File: src/rtl/gold_nic_pkg.sv
// gold_nic_pkg: shared constants for the gold_nic network interface.
//   - flit field bit positions (the NIC never modifies these fields, they are
//     listed so the PE-side software view and the RTL agree on the layout)
//   - PE register address codes
package gold_nic_pkg;

  // Flit layout: [63] vc, [62] dirX, [61] dirY, [60:56] reserved,
  // [55:52] hopX, [51:48] hopY, [47:0] payload
  localparam int VC_BIT   = 63;
  localparam int DIRX_BIT = 62;
  localparam int DIRY_BIT = 61;
  localparam int HOPX_MSB = 55;
  localparam int HOPX_LSB = 52;
  localparam int HOPY_MSB = 51;
  localparam int HOPY_LSB = 48;

  // PE register map
  localparam logic [1:0] ADDR_IN_BUF   = 2'b00;  // read-only
  localparam logic [1:0] ADDR_IN_STAT  = 2'b01;  // read-only, bit0 = in_full
  localparam logic [1:0] ADDR_OUT_BUF  = 2'b10;  // write-only
  localparam logic [1:0] ADDR_OUT_STAT = 2'b11;  // read-only, bit0 = out_full

endpackage

File: src/rtl/gold_nic_chan_buf.sv
// nic_chan_buf: one-flit channel register with a full flag.
// Ports:
//   clk, reset   - clock, asynchronous active-high reset (clears data and flag)
//   load         - capture d_in and set full
//   unload       - clear full (data is kept, a later read sees the stale flit)
//   d_in         - flit to capture
//   data         - stored flit
//   full         - buffer holds an unconsumed flit
// The parent only asserts load while empty and unload while full, so the two
// are never active together; load still takes priority for robustness.
module nic_chan_buf #(
  parameter int DATA_WIDTH = 64
) (
  input  logic                  clk,
  input  logic                  reset,
  input  logic                  load,
  input  logic                  unload,
  input  logic [DATA_WIDTH-1:0] d_in,
  output logic [DATA_WIDTH-1:0] data,
  output logic                  full
);

  always_ff @(posedge clk or posedge reset) begin
    if (reset) begin
      data <= '0;
      full <= 1'b0;
    end else if (load) begin
      data <= d_in;
      full <= 1'b1;
    end else if (unload) begin
      full <= 1'b0;
    end
  end

endmodule

File: src/rtl/gold_nic.sv
// gold_nic: network interface between a processing element and the NIC port
// of gold_router. One-flit output and input buffers are exposed to the PE as
// a 4-register memory-mapped interface.
// Ports:
//   clk, reset            - clock, asynchronous active-high reset
//   addr, d_in, d_out     - PE register select, write data, registered read data
//   nicEn, nicWrEn        - PE access enable, 1 = write / 0 = read
//   net_so, net_do        - send strobe and flit to router NIC input
//   net_ro                - router can accept a flit
//   net_si, net_di        - send strobe and flit from router NIC output
//   net_ri                - NIC can accept a flit
//   net_polarity          - router polarity; only flits whose vc matches inject
module gold_nic
  import gold_nic_pkg::*;
#(
  parameter int DATA_WIDTH = 64,
  parameter int ADDR_WIDTH = 2
) (
  input  logic                  clk,
  input  logic                  reset,
  input  logic [ADDR_WIDTH-1:0] addr,
  input  logic [DATA_WIDTH-1:0] d_in,
  output logic [DATA_WIDTH-1:0] d_out,
  input  logic                  nicEn,
  input  logic                  nicWrEn,
  output logic                  net_so,
  output logic [DATA_WIDTH-1:0] net_do,
  input  logic                  net_ro,
  input  logic                  net_si,
  input  logic [DATA_WIDTH-1:0] net_di,
  output logic                  net_ri,
  input  logic                  net_polarity
);

  logic                  pe_rd;
  logic                  pe_wr;
  logic [DATA_WIDTH-1:0] in_buf;
  logic                  in_full;
  logic [DATA_WIDTH-1:0] out_buf;
  logic                  out_full;
  logic                  in_load;
  logic                  in_unload;
  logic                  out_load;
  logic [DATA_WIDTH-1:0] rd_data;

  assign pe_rd = nicEn & ~nicWrEn;
  assign pe_wr = nicEn & nicWrEn;

  // Injection: a flit waits (indefinitely) until its vc bit matches polarity.
  assign net_so = out_full & net_ro & (out_buf[VC_BIT] == net_polarity);
  assign net_do = out_buf;

  // Ejection: a strobe while full is a router protocol violation and is dropped.
  assign net_ri    = ~in_full;
  assign in_load   = net_si & net_ri;
  assign in_unload = pe_rd & (addr == ADDR_IN_BUF) & in_full;

  // A write while full (including the cycle of a send) is silently dropped.
  assign out_load  = pe_wr & (addr == ADDR_OUT_BUF) & ~out_full;

  nic_chan_buf #(.DATA_WIDTH(DATA_WIDTH)) u_in_buf (
    .clk    (clk),
    .reset  (reset),
    .load   (in_load),
    .unload (in_unload),
    .d_in   (net_di),
    .data   (in_buf),
    .full   (in_full)
  );

  nic_chan_buf #(.DATA_WIDTH(DATA_WIDTH)) u_out_buf (
    .clk    (clk),
    .reset  (reset),
    .load   (out_load),
    .unload (net_so),
    .d_in   (d_in),
    .data   (out_buf),
    .full   (out_full)
  );

  // Read mux samples pre-edge state, so a status read during a send returns 1.
  always_comb begin
    rd_data = '0;
    case (addr)
      ADDR_IN_BUF:   rd_data = in_buf;
      ADDR_IN_STAT:  rd_data = {{(DATA_WIDTH-1){1'b0}}, in_full};
      ADDR_OUT_STAT: rd_data = {{(DATA_WIDTH-1){1'b0}}, out_full};
      default:       rd_data = '0;
    endcase
  end

  always_ff @(posedge clk or posedge reset) begin
    if (reset) begin
      d_out <= '0;
    end else if (pe_rd) begin
      d_out <= rd_data;
    end
  end

endmodule

File: config.mk
export PLATFORM = sky130hd
export DESIGN_NAME = gold_nic
export DESIGN_NICKNAME = d
export VERILOG_FILES = /design/src/rtl/gold_nic_pkg.sv /design/src/rtl/gold_nic_chan_buf.sv /design/src/rtl/gold_nic.sv
export SDC_FILE = /design/constraint.sdc
export NUM_CORES = 1
export LEC_CHECK = 0
export ABC_AREA = 1
export CAP_MARGIN = 20
export CORE_UTILIZATION = 40
export DETAILED_ROUTE_END_ITERATION = 8
export MAX_ROUTING_LAYER = met4
export PLACE_DENSITY = 0.84
export SYNTH_ARGS = -nofsm -noshare
export SYNTH_HDL_FRONTEND = slang
export SYNTH_SLANG_ARGS = --single-unit
File: constraint.sdc
create_clock -name clk -period 7.6 [get_ports clk]
set_clock_uncertainty 0.05 [all_clocks]
set_input_delay 1.9 -clock clk [delete_from_list [all_inputs] [get_ports clk]]
set_output_delay 1.9 -clock clk [all_outputs]
set_load 0.02 [all_outputs]
==> flow_metrics.env, run 1 <==
export IMPL_antenna_found_initial=1
export IMPL_num_io_pins=267
export IMPL_synth_seq_area_share_pct=65.65
export IMPL_max_cap_viol_count=0
export IMPL_drt_vias_per_instance=4.652
export IMPL_cts_buffers=17
export IMPL_setup_tns_ps=0
export IMPL_avgSynthCellArea_um2=9.372
export IMPL_first_iter_violations=311
export IMPL_dpl_cell_area_mm2=0.01012
export IMPL_die_h_um=138.0
export IMPL_clock_sinks=194
export IMPL_critPathMaxFanout=2
export IMPL_drive_gt1_share_pct=4.278
export IMPL_grt_ovfl_total=0
export IMPL_yosys_warnings=0
export IMPL_routed_wl_um=17910
export IMPL_first_global_vias=5659
export IMPL_area_delta_synth_final_pct=45.19
export IMPL_setup_viol=0
export IMPL_ff_latch_area_mm2=0.004855
export IMPL_final_max_slew_violation_count=0
export IMPL_powerDensity_mw_per_mm2=348.1
export IMPL_leakage_nw=5.243
export IMPL_preCtsSetupSlack_ps=2412
export IMPL_clock_fmax_ghz=0.1927
export IMPL_post_cts_buffers=0
export IMPL_place_gp_congestion=0.7635
export IMPL_startpoint_type="input pin"
export IMPL_dp_hpwl_um=12160
export IMPL_irDropWorstVdd_mv=0.2024
export IMPL_fin_crit_sh_pct=68.28
export IMPL_hold_path_class="flip-flop to flip-flop"
export IMPL_firstDrtPassIters=5
export IMPL_grt_usage_pct=19.23
export IMPL_cts_hold_buf=0
export IMPL_worst_pin_slew_ps=930.8
export IMPL_final_nets=1176
export IMPL_drc_errors=0
export IMPL_hold_viol=0
export IMPL_worst_ep_arrival_time_ps=3240
export IMPL_finalWorstSetupSlack_ps=2411
export IMPL_required_ps=5650
export IMPL_endpoint_kind="primary output"
export IMPL_power_mw=3.737
export IMPL_rows=49
export IMPL_wl_per_cell_um=13.97
export IMPL_clkTransAtPathRegs_ps=70
export IMPL_status="completed"
export IMPL_crit_type="input pin to primary output"
export IMPL_root_buffer="clkbuf_16"
export IMPL_fin_cells=1282
export IMPL_fin_crit_ps=5189
export IMPL_syn_nets=926
export IMPL_clock_latency_ps=420
export IMPL_grt_max_degree=131
export IMPL_cts_tree="yes"
export IMPL_die_x_um=138.0
export IMPL_fp_dieArea_mm2=0.01903
export IMPL_start_util_pct=41.02
export IMPL_fin_util_pct=59.57
export IMPL_grt_setup_unrepaired="no"
export IMPL_core_mm2=0.01802
export IMPL_grt_pass1_wl_um=27390
export IMPL_slew_headroom_pct=37.95
export IMPL_dp_cells=1248
export IMPL_synth_ff_latch_count=194
export IMPL_synth_area_mm2=0.007395
export IMPL_clock_path_buffers=2
export IMPL_cts_resized=0
export IMPL_final_fill_count=1488
export IMPL_routed_via_count=5964
export IMPL_port_buffers=266
export IMPL_multiInputGateArea_mm2=0.002016
export IMPL_fin_area_mm2=0.01074
export IMPL_ys_types=16
export IMPL_synth_cells=789
export IMPL_timing_hold_ws_ps=420.8
export IMPL_cts_htree_levels=4
export IMPL_drtAntennaViolNets=0
==> final cells by class <==
type,count,share of cell area (%)
clock inverters,14,1.480
multi-input cells,487,18.77
flip-flops and latches,194,45.22
diodes,1,0.02331
clock buffers,18,4.090
well taps,229,2.669
repair buffers,272,25.34
inverters,67,2.412
==> final timing paths <==
kind / start / to / slack, ps / depth (start not counted)
setup reg to reg: u_in_buf.full / u_in_buf.data[31] / 5550 / 5
hold / removal: u_out_buf.data[38] / u_out_buf.data[38] / 420 / 2
max in group asynchronous: reset / u_out_buf.data[24] / 4080 / 3
min in group asynchronous: reset / u_out_buf.data[59] / 1950 / 2
hold reg to reg: u_out_buf.data[38] / u_out_buf.data[38] / 420 / 2
setup / recovery: net_polarity / net_so / 2410 / 6
==> sequential cells by signal, summed over array words and instances (netlist names) <==
name and flops:
d_out 64, u_in_buf.data 64, u_in_buf.full 1, u_out_buf.full 1, u_out_buf.data 64
==> critical path, stage by stage <==
cell	delay, ps
clkdlybuf4s50_1	480
inv_1	50
nand2_1	50
nand3b_1	100
inv_1	70
clkdlybuf4s50_1	590
==> placed cells by master (no fill, tap or decap), types with 2 or more instances in the layout <==
cell / count
inv_8: 4
buf_4: 5
inv_6: 6
clkbuf_16: 17
o21ai_0: 47
nand2_1: 293
o21ai_1: 10
nand3_1: 11
nand2_2: 2
nor2_1: 63
clkdlybuf4s50_1: 266
inv_1: 66
dfrtp_1: 194
a21oi_1: 56
clkinv_8: 4
==> cell usage after synthesis, drive strengths merged <==
library cell / number / share of area (%)
a21oi: 56 / 3.8
buf: 34 / 3.5
clkbuf: 7 / 0.36
dfrtp: 194 / 66
inv: 67 / 3.4
nand2: 296 / 15
nand3: 12 / 0.81
nand3b: 1 / 0.10
nor2: 65 / 3.4
o21ai: 57 / 3.9
==> power by group <==
group | switching, mW | internal [mW]
clock network | 0.435 | 0.453
logic | 0.699 | 0.584
registers | 0.166 | 1.40
total | 1.30 | 2.44
==> per-layer routing <==
layer	share of wire (%)	GRT usage, %	vias to the layer above
met5	0	-	-
met4	2.2	6.703	0
met3	8.3	5.848	31
met2	48	31.83	195
met1	41	22.10	2822
li1	-	-	2916
==> cells by family (layout without fill, tap and decap cells) <==
| group | after synthesis | after routing | synth area share (%) |
|---|---|---|---|
| other cells | 0 | 1 | 0 |
| flops | 194 | 194 | 65.65 |
| buf+inv | 108 | 371 | 7.293 |
| simple gates | 374 | 374 | 19.41 |
| compound gates | 113 | 113 | 7.648 |
No activity file was read; power rests on OpenSTA's default activity.
==> run 2, diff against run 1 <==
CORE_UTILIZATION = 45   (was 40)
PLACE_DENSITY = 0.89   (was 0.84)
clock period = 5.35 ns   (was 7.6 ns; I/O delays follow)
==> flow_metrics.env, run 2 (synthesis results as in run 1) <==
export IMPL_status="completed"
export IMPL_cts_buffers=17
export IMPL_clkTransAtPathRegs_ps=70
export IMPL_mostFrequentLayoutCell="nand2_1"
export IMPL_core_mm2=0.01594
export IMPL_cts_htree_levels=4
export IMPL_port_buffers=266
export IMPL_rows=46
export IMPL_first_iter_violations=355
export IMPL_n_antenna_cell=0
export IMPL_power_mw=5.396
export IMPL_cts_tree="yes"
export IMPL_startpoint_type="input pin"
export IMPL_dp_hpwl_um=12360
export IMPL_hold_viol=0
export IMPL_drive_gt1_share_pct=4.186
export IMPL_final_cell_mix="293 x nand2_1, 266 x clkdlybuf4s50_1, 194 x dfrtp_1, 66 x inv_1, 63 x nor2_1"
export IMPL_hold_path_class="flip-flop to flip-flop"
export IMPL_num_io_pins=267
export IMPL_drt_vias_per_instance=4.721
export IMPL_final_max_slew_violation_count=0
export IMPL_worst_pin_slew_ps=1012
export IMPL_required_ps=3960
export IMPL_final_nets=1175
export IMPL_slew_headroom_pct=32.30
export IMPL_critPathMaxFanout=2
export IMPL_setup_viol=0
export IMPL_grt_max_degree=195
export IMPL_clock_path_buffers=2
export IMPL_powerDensity_mw_per_mm2=502.9
export IMPL_leakage_nw=5.244
export IMPL_grt_setup_unrepaired="no"
export IMPL_post_cts_buffers=0
export IMPL_routed_via_count=5981
export IMPL_cts_hold_buf=0
export IMPL_grt_usage_pct=22.26
export IMPL_clock_latency_ps=420
export IMPL_first_global_vias=5745
export IMPL_firstDrtPassIters=5
export IMPL_largest_registers="d_out: 64 flops, u_in_buf.data: 64 flops, u_out_buf.data: 64 flops"
export IMPL_clock_fmax_ghz=0.2459
export IMPL_crit_type="input pin to primary output"
export IMPL_irDropWorstVdd_mv=0.2400
export IMPL_fin_crit_sh_pct=76.02
export IMPL_fin_crit_ps=4067
export IMPL_drtAntennaViolNets=0
export IMPL_grt_ovfl_total=0
export IMPL_routed_wl_um=18270
export IMPL_fp_dieArea_mm2=0.01695
export IMPL_die_x_um=130.2
export IMPL_start_util_pct=46.38
export IMPL_clock_sinks=194
export IMPL_endpoint_kind="primary output"
export IMPL_wl_per_cell_um=14.42
export IMPL_area_delta_synth_final_pct=45.11
export IMPL_die_h_um=130.2
export IMPL_grt_pass1_wl_um=27950
export IMPL_cts_resized=0
export IMPL_root_buffer="clkbuf_16"
export IMPL_worst_ep_arrival_time_ps=2680
export IMPL_place_gp_congestion=0.8039
export IMPL_max_cap_viol_count=0
export IMPL_antenna_found_initial=0
export IMPL_drc_errors=0
export IMPL_setup_tns_ps=0
export IMPL_final_fill_count=1196
## run 2: cell count changes in the layout (fill, tap and decap cells not counted), moves of 2 or more
cell       previous run  this run
inv_6                 6         1
clkinv_8              4         2
bufinv_16             0         2
clkinv_4              0         3
## run 2: cell type report
| class | instances | area, um^2 | area share [%] |
|---|---|---|---|
| sequential | 194 | 4855 | 45.24 |
| timing repair buffer | 271 | 2713 | 25.28 |
| multi-input combinational | 487 | 2016 | 18.78 |
| clock buffer | 17 | 425.4 | 3.965 |
| tap | 216 | 270.3 | 2.519 |
| inverter | 67 | 255.2 | 2.379 |
| clock inverter | 15 | 196.4 | 1.831 |
## run 2: path summary, 6_finish.rpt
path / startpoint / end / slack (ps) / cells after the start
setup / recovery: net_ro / net_so / 1280 / 5
hold / removal: u_out_buf.data[43] / u_out_buf.data[43] / 420 / 2
setup reg to reg: u_in_buf.full / u_in_buf.data[40] / 3310 / 5
hold reg to reg: u_out_buf.data[43] / u_out_buf.data[43] / 420 / 2
max in group asynchronous: reset / u_in_buf.data[20] / 2990 / 3
min in group asynchronous: reset / u_in_buf.data[9] / 1520 / 3
## run 2: report_power, final
group | total [mW] | internal (mW) | switching, mW
logic | 1.84 | 0.831 | 1.01
clock network | 1.32 | 0.716 | 0.604
registers | 2.23 | 1.99 | 0.241
## run 2: per-layer routing
metal	track usage, %	up-vias	routed length (um)
li1	-	2919	-
met4	9.302	0	450
met2	35.70	226	8757
met5	-	-	0
met3	6.396	36	1400
met1	26.25	2800	7663
## run 2: critical path, stage by stage
cell             delay, ps
clkdlybuf4s50_1        460
nand2_1                 40
nand3b_1               180
inv_1                   70
clkdlybuf4s50_1        600
## run 2: stage by stage
| step | instance area [um^2] | worst slack, ps | std cells | hold WS [ps] | utilization, % |
|---|---|---|---|---|---|
| after detailed placement | 10110 | 1293 | 1235 | 407.4 | 63.40 |
| after global routing | 10730 | 1212 | 1267 | 446.1 | 67.31 |
| final | 10730 | 1283 | 1267 | 420.6 | 67.31 |
| after CTS | 10730 | 1291 | 1267 | 425.1 | 67.31 |
| after global placement | 10110 | 1312 | 1235 | 400.3 | 63.40 |
| after floorplan | 7398 | 1458 | 789 | 392.2 | - |
==> run 3, diff against run 2 <==
clock period = 4 ns   (was 5.35 ns; I/O delays follow)
==> flow_metrics.env, run 3 (synthesis results as in run 1) <==
export IMPL_cts_resized=0
export IMPL_routed_via_count=6075
export IMPL_mostFrequentLayoutCell="nand2_1"
export IMPL_wl_per_cell_um=14.53
export IMPL_routed_wl_um=18420
export IMPL_drtAntennaViolNets=0
export IMPL_fin_crit_ps=3399
export IMPL_core_mm2=0.01594
export IMPL_grt_ovfl_total=0
export IMPL_clock_latency_ps=430
export IMPL_clkPwrFrac_pct=23.3
export IMPL_worstHoldStart="u_in_buf.data[6]"
export IMPL_status="completed"
export IMPL_dp_hpwl_um=12630
export IMPL_start_util_pct=46.38
export IMPL_grt_usage_pct=22.89
export IMPL_final_cell_mix="293 x nand2_1, 266 x clkdlybuf4s50_1, 194 x dfrtp_1, 66 x inv_1, 63 x nor2_1"
export IMPL_powerDensity_mw_per_mm2=665.0
export IMPL_irDropWorstVdd_mv=0.3733
export IMPL_clock_path_buffers=2
export IMPL_die_h_um=130.2
export IMPL_largest_registers="d_out: 64 flops, u_in_buf.data: 64 flops, u_out_buf.data: 64 flops"
export IMPL_firstDrtPassIters=4
export IMPL_rows=46
export IMPL_leakage_nw=5.241
export IMPL_grt_setup_unrepaired="no"
export IMPL_first_global_vias=5870
export IMPL_fin_crit_sh_pct=84.98
export IMPL_hold_depth=2
export IMPL_root_buffer="clkbuf_16"
export IMPL_clkTransAtPathRegs_ps=70
export IMPL_critPathMaxFanout=2
export IMPL_max_cap_viol_count=0
export IMPL_clock_sinks=194
export IMPL_final_fill_count=1226
export IMPL_post_cts_buffers=0
export IMPL_cts_htree_levels=4
export IMPL_final_nets=1176
export IMPL_holdPathEnd="d_out[6]"
export IMPL_antenna_found_initial=0
export IMPL_first_iter_violations=344
export IMPL_power_mw=7.123
export IMPL_n_antenna_cell=0
export IMPL_cts_tree="yes"
export IMPL_hold_path_class="flip-flop to flip-flop"
export IMPL_drive_gt1_share_pct=4.183
export IMPL_internal_power_mw=4.662
export IMPL_final_max_slew_violation_count=0
export IMPL_endpoint_kind="primary output"
export IMPL_grt_pass1_wl_um=28810
export IMPL_p_seq_share_pct=41.9
export IMPL_slew_headroom_pct=32.66
export IMPL_worst_pin_slew_ps=1007
export IMPL_cts_hold_buf=0
export IMPL_required_ps=2950
export IMPL_switching_share_pct=34.55
export IMPL_crit_type="input pin to primary output"
export IMPL_startpoint_type="input pin"
export IMPL_num_io_pins=267
export IMPL_area_delta_synth_final_pct=44.86
export IMPL_power_switching_mw=2.461
export IMPL_combPwrFrac_pct=34.7
export IMPL_reg2reg_from="u_out_buf.full"
export IMPL_drc_errors=0
export IMPL_cts_buffers=17
export IMPL_port_buffers=266
export IMPL_place_gp_congestion=0.7694
export IMPL_regToRegSetupSlack_ps=2060
export IMPL_reg2reg_depth=5
export IMPL_hold_viol=0
export IMPL_clock_fmax_ghz=0.2942
export IMPL_fp_dieArea_mm2=0.01695
export IMPL_drt_vias_per_instance=4.791
export IMPL_r2r_end="u_out_buf.data[43]"
export IMPL_worst_ep_arrival_time_ps=2350
export IMPL_setup_tns_ps=0
export IMPL_grt_max_degree=104
export IMPL_die_x_um=130.2
export IMPL_setup_viol=0
[run 3: cell count changes in the layout (fill, tap and decap cells not counted), moves of 2 or more]
cell / delta
inv_6: +5
inv_8: -3
buf_12: +2
clkinv_8: -2
[run 3: power by group through the flow]
stage	combinational, mW	sequential [mW]	clock, mW
final	2.47	2.99	1.66
after global routing	2.71	3.06	1.78
after CTS	2.50	2.99	1.69
after global placement	2.40	2.99	0
after floorplan	0.818	3.47	0
after detailed placement	2.49	3.02	0
[run 3: stage by stage]
step	area, um^2	utilization (%)	setup WS [ps]	hold slack [ps]	instances
2_1_floorplan	7398	-	445.6	392.2	789
3_5_place_dp	10140	63.61	603.3	405.6	1236
5_1_grt	10710	67.19	501.7	441.9	1268
4_1_cts	10710	67.19	602.5	423.2	1268
3_3_place_gp	10140	63.61	641.2	400.8	1236
6_report	10710	67.19	600.6	418.6	1268
[run 3: how the worst max path moves through the flow]
stage	startpoint	endpoint	slack (ps)
detailed placement	net_ro	net_so	600
floorplan	reset	d_out[0]	450
finish	net_ro	net_so	600
global placement	net_ro	net_so	640
CTS	net_ro	net_so	600
global route	net_polarity	net_so	500
[run 3: per-layer routing]
layer	part of all wire, %	GRT usage [%]	vias up
met5	0	-	-
met4	2.5	9.439	0
li1	-	-	2917
met2	48	36.20	223
met1	42	28.06	2895
met3	6.9	5.740	40
[run 3: layout make-up]
cell class                 instances  area [um^2]  area share (%)
sequential                       194         4855           45.32
multi-input combinational        487         2016           18.82
timing repair buffer             272         2745           25.63
tap                              216        270.3           2.523
clock buffer                      18        429.2           4.007
inverter                          67        255.2           2.383
clock inverter                    14        141.4           1.320
[run 3: critical path, stage by stage]
cell and delay, ps:
clkdlybuf4s50_1 460, nand2_1 40, nand3b_1 180, inv_1 70, clkdlybuf4s50_1 600
